===== config.mk =====
export PLATFORM = sky130hd
export DESIGN_NAME = mul_accumulator
export DESIGN_NICKNAME = d
export VERILOG_FILES = /design/src/rtl/mul_accumulator.sv
export SDC_FILE = /design/constraint.sdc
export NUM_CORES = 1
export LEC_CHECK = 0
export CAP_MARGIN = 20
export CORE_UTILIZATION = 45
export CTS_BUF_LIST = sky130_fd_sc_hd__clkbuf_2 sky130_fd_sc_hd__clkbuf_4 sky130_fd_sc_hd__clkbuf_8
export DETAILED_ROUTE_END_ITERATION = 16
export GPL_TIMING_DRIVEN = 0
export HOLD_SLACK_MARGIN = 0.03
export PLACE_DENSITY = 0.73
export SETUP_SLACK_MARGIN = 0.3
export SYNTH_ARGS = -nofsm -noshare
export SYNTH_HDL_FRONTEND = slang
export SYNTH_SLANG_ARGS = --single-unit

===== constraint.sdc =====
create_clock -name clk -period 3.5 [get_ports clk]
set_clock_uncertainty 0.2 [all_clocks]
set_input_delay 0.875 -clock clk [delete_from_list [all_inputs] [get_ports clk]]
set_output_delay 0.875 -clock clk [all_outputs]
set_load 0.1 [all_outputs]

===== src/rtl/mul_accumulator.sv =====
// Group accumulator for the 8x{1,2,3,4} multiplier products, with ready/valid on both sides.
// Define MUL_ACC_SATURATE_EN to clamp the sum at 2^ACC_W-1 on overflow instead of wrapping.
module mul_accumulator #(
  parameter int ACC_W = 16,
  parameter int CNT_W = 8
) (
  input  logic             clk,
  input  logic             rst,
  input  logic             in_valid,
  output logic             in_ready,
  input  logic [9:0]       in_data,
  input  logic             in_last,
  output logic             out_valid,
  input  logic             out_ready,
  output logic [ACC_W-1:0] out_sum,
  output logic [CNT_W-1:0] out_count,
  output logic             out_ovf
);

  typedef enum logic [1:0] {
    IDLE,
    ACC,
    DONE
  } state_t;

  state_t           state;
  logic [ACC_W-1:0] acc;
  logic [CNT_W-1:0] cnt;
  logic             ovf;
  logic             in_ready_q;
  logic             out_valid_q;

  logic             accept;
  logic             consume;
  logic [ACC_W:0]   sum_ext;
  logic             carry;
  logic [ACC_W-1:0] acc_next;
  logic [CNT_W-1:0] cnt_next;

  assign accept  = in_valid & in_ready_q;
  assign consume = out_valid_q & out_ready;

  always_comb begin
    sum_ext = {1'b0, acc} + {{(ACC_W + 1 - 10){1'b0}}, in_data};
    carry   = sum_ext[ACC_W];
`ifdef MUL_ACC_SATURATE_EN
    acc_next = carry ? '1 : sum_ext[ACC_W-1:0];
`else
    acc_next = sum_ext[ACC_W-1:0];
`endif
    cnt_next = (cnt == '1) ? cnt : cnt + CNT_W'(1);
  end

  always_ff @(posedge clk) begin
    if (rst) begin
      state       <= IDLE;
      acc         <= '0;
      cnt         <= '0;
      ovf         <= 1'b0;
      in_ready_q  <= 1'b1;
      out_valid_q <= 1'b0;
    end else begin
      case (state)
        IDLE, ACC: begin
          if (accept) begin
            acc <= acc_next;
            cnt <= cnt_next;
            if (carry) ovf <= 1'b1;
            if (in_last) begin
              state       <= DONE;
              in_ready_q  <= 1'b0;
              out_valid_q <= 1'b1;
            end else begin
              state <= ACC;
            end
          end
        end
        DONE: begin
          if (consume) begin
            state       <= IDLE;
            acc         <= '0;
            cnt         <= '0;
            ovf         <= 1'b0;
            in_ready_q  <= 1'b1;
            out_valid_q <= 1'b0;
          end
        end
        default: begin
          state       <= IDLE;
          acc         <= '0;
          cnt         <= '0;
          ovf         <= 1'b0;
          in_ready_q  <= 1'b1;
          out_valid_q <= 1'b0;
        end
      endcase
    end
  end

  assign in_ready  = in_ready_q;
  assign out_valid = out_valid_q;
  assign out_sum   = acc;
  assign out_count = cnt;
  assign out_ovf   = ovf;

endmodule


==> impl_metrics.env <==
export IMPL_drive_gt1_frac=0.0882
export IMPL_hold_viol_final=0
export IMPL_switching_share=0.409
export IMPL_yosysTopAreaCell="dfxtp_1"
export IMPL_power_density_nw_per_um2=440
export IMPL_finalPower_w=0.00106
export IMPL_synth_edff_count=0
export IMPL_gp_congestion=0.865
export IMPL_die_x_um=65.8
export IMPL_drt_iter0_markers=133
export IMPL_clk_path_buf_depth=2
export IMPL_synth_area_top_cells="dfxtp_1, ha_1, nor2_1"
export IMPL_p_leak_nw=0.916
export IMPL_r2r_end="out_sum[14]$_SDFFE_PP0P_"
export IMPL_num_rows=22
export IMPL_fin_nets=298
export IMPL_worst_pin_slew_ns=0.979
export IMPL_holdPathStages=1
export IMPL_slew_viol_final=0
export IMPL_maxCapViolations=0
export IMPL_wl_met3_um=181
export IMPL_maxUsedRoutingLayer="met4"
export IMPL_synth_main_ff_cell="dfxtp_1"
export IMPL_root_buffer="clkbuf_8"
export IMPL_cts_tree="yes"
export IMPL_clk_latency_ns=0.28
export IMPL_fmax_mhz=328
export IMPL_r2r_slack_ns=1.16
export IMPL_ys_seq_area_frac=0.317
export IMPL_wl_met1_mm=2.19
export IMPL_via_per_inst=5.63
export IMPL_netlist_instances=222
export IMPL_timing_rr_start="out_sum[0]$_SDFFE_PP0P_"
export IMPL_combPwrFrac=0.385
export IMPL_cts_made_buffers=5
export IMPL_dp_hpwl_mm=3.18
export IMPL_endpoint_kind="flip-flop"
export IMPL_synth_top_area_share=0.317
export IMPL_grt_pass1_vias=1578
export IMPL_rsz0062_at_grt="false"
export IMPL_antenna_cells=0
export IMPL_crit_chain="clkdlybuf4s50_1 > ha_1 > inv_1 > fa_1 > nand2b_4 > a21oi_4 > o211ai_1 > a2111oi_2 > mux2i_1"
export IMPL_syn_area_per_cell_um2=8.26
export IMPL_post_route_min_period_ns=3.05
export IMPL_drt_wl_total_mm=4.38
export IMPL_die_area_um2=4330
export IMPL_synthToLayoutAreaGrowth_pct=31.5
export IMPL_reg2reg_depth=8
export IMPL_die_y_um=65.8
export IMPL_antenna_found_initial=0
export IMPL_ant_nets=0
export IMPL_critPathMaxStageDelay_ns=0.47
export IMPL_crit_fanout=3
export IMPL_cts_hold_buf=0
export IMPL_coreArea_um2=3770
export IMPL_clkSlewWorstSetupHoldPaths_ns=0.07
export IMPL_pin_count=42
export IMPL_irDropWorstVdd_v=0.000238
export IMPL_seqPwrFrac=0.352
export IMPL_power_switching_w=0.000434
export IMPL_fin_area_um2=2410
export IMPL_vias=1803
export IMPL_postSynth_asyncResetShare=0
export IMPL_grt_pass1_wl_mm=7.29
export IMPL_setup_viol=0
export IMPL_placed_area_um2=2290
export IMPL_hp_class="reg2reg"
export IMPL_holdPathEnd="out_ovf$_SDFFE_PP0P_"
export IMPL_start_kind="input pin"
export IMPL_critical_path_slowest_cell="clkdlybuf4s50_1"
export IMPL_clkPwrFrac=0.262
export IMPL_internal_power_w=0.000627
export IMPL_cp_startpoint="in_data[0]"
export IMPL_grt_overflow_total=0
export IMPL_crit_family="compound AO/OA/AOI/OAI gates"
export IMPL_cts_sinks=29
export IMPL_relSlewSlack=0.345
export IMPL_syn_area_um2=1830
export IMPL_arrival_ns=3.06
export IMPL_fin_crit_sh=0.870
export IMPL_fin_util=0.639
export IMPL_hp_start="out_ovf$_SDFFE_PP0P_"
export IMPL_port_buffers=40
export IMPL_routedWlPerCell_um=13.7
export IMPL_worstPathRequired_ns=3.52
export IMPL_remaining_drc_errors=0
export IMPL_path_buf_inv=2
export IMPL_grt_max_degree=11
export IMPL_syn_nets=249
export IMPL_initial_core_util=0.486
export IMPL_hold_ws_ns=0.270
export IMPL_ys_types=50
export IMPL_dr_pass1_iters=4
export IMPL_cts_htree_levels=2
export IMPL_crit_type="in2reg"
export IMPL_grt_use_total=0.222
export IMPL_run_status="complete, no violations"
export IMPL_wl_met2_mm=1.93
export IMPL_ys_warn_count=0
export IMPL_ys_ff_latch=29
==> cells by family (layout without fill, tap and decap cells) <==
family | count (synthesis) | count (layout) | synth area share
AND/OR/NAND/NOR | 88 | 88 | 0.253
AO/OA/AOI/OAI | 68 | 68 | 0.256
adder cells (fa/ha/maj) | 12 | 12 | 0.0860
multiplexers | 3 | 3 | 0.0164
buffers and inverters | 16 | 66 | 0.0437
flip-flops | 29 | 29 | 0.317
XOR/XNOR | 6 | 6 | 0.0287
==> cell type report <==
cell class                 count  area (µm²)
timing repair buffer          42         415
fill                         355        1360
tap                           48        60.1
clock inverter                 2        10.0
sequential                    29         581
clock buffer                   6        76.3
inverter                       6        22.5
buffer                        10        57.6
multi-input combinational    177        1190
==> power by group through the flow <==
| stage | registers [W] | clock network, W | logic (W) |
|---|---|---|---|
| 3_3_place_gp | 0.000380 | 0 | 0.000401 |
| 5_1_grt | 0.000378 | 0.000303 | 0.000439 |
| 3_5_place_dp | 0.000381 | 0 | 0.000402 |
| 6_report | 0.000374 | 0.000278 | 0.000409 |
| 4_1_cts | 0.000374 | 0.000284 | 0.000405 |
| 2_1_floorplan | 0.000519 | 0 | 0.000169 |
==> timing repair <==
action / 4_1_cts / 5_1_grt
resized for setup: 1 / 2
endpoints found under the hold margin: 0 / 0
buffers inserted: 0 / 2
setup endpoints to repair: 1 / 1
gates cloned: 0 / 0
pin swaps: 0 / 3
==> cell usage after synthesis, types with 4 or more instances <==
master    number
a21oi_1       19
o21ai_0       14
a21o_1         7
xnor2_1        5
dfxtp_1       29
nand3_1       10
nand2_1       14
nor3_1         7
a32oi_1        4
nand2b_1       6
clkbuf_1       6
inv_1          6
ha_1          11
nor2_1        27
==> layer usage <==
metal  vias up  GRT usage
li1        924          -
met1       831      0.304
met2        39      0.334
met3         9     0.0431
met4         0     0.0978
met5         -          0
==> metrics by stage <==
| step | TNS [ns] | instances | worst slack (ns) |
|---|---|---|---|
| 2_1_floorplan | 0 | 222 | 0.498 |
| 3_3_place_gp | 0 | 310 | 0.0542 |
| 3_5_place_dp | -0.00394 | 310 | -0.00394 |
| 4_1_cts | 0 | 318 | 0.340 |
| 5_1_grt | 0 | 320 | 0.340 |
| 6_report | 0 | 320 | 0.454 |
==> how the worst max path moves through the flow <==
| stage | to | cells past startpoint |
|---|---|---|
| floorplan | out_sum[14]$_SDFFE_PP0P_ | 8 |
| global placement | out_sum[14]$_SDFFE_PP0P_ | 9 |
| detailed placement | out_sum[14]$_SDFFE_PP0P_ | 9 |
| CTS | out_sum[14]$_SDFFE_PP0P_ | 9 |
| global route | out_sum[14]$_SDFFE_PP0P_ | 9 |
| finish | out_sum[14]$_SDFFE_PP0P_ | 9 |
==> registers in the layout, indices dropped and copies added (netlist names) <==
register,cells
out_count,8
out_ovf,1
in_ready,1
state,2
out_sum,16
out_valid,1
==> cells in the final DEF, fill, tap and decap left out, types with 4 or more instances in the layout <==
master,synthesis,final
a21oi_1,19,19
dfxtp_1,29,29
a32oi_1,4,4
xnor2_1,5,5
o21ai_0,14,14
clkbuf_1,6,6
clkbuf_8,0,5
ha_1,11,11
nand2_1,14,14
nand2b_1,6,5
clkdlybuf4s50_1,0,40
nor3_1,7,7
nor2_1,27,27
nand3_1,10,10
inv_1,6,6
a21o_1,7,7
No activity file was read; power rests on OpenSTA's default activity.
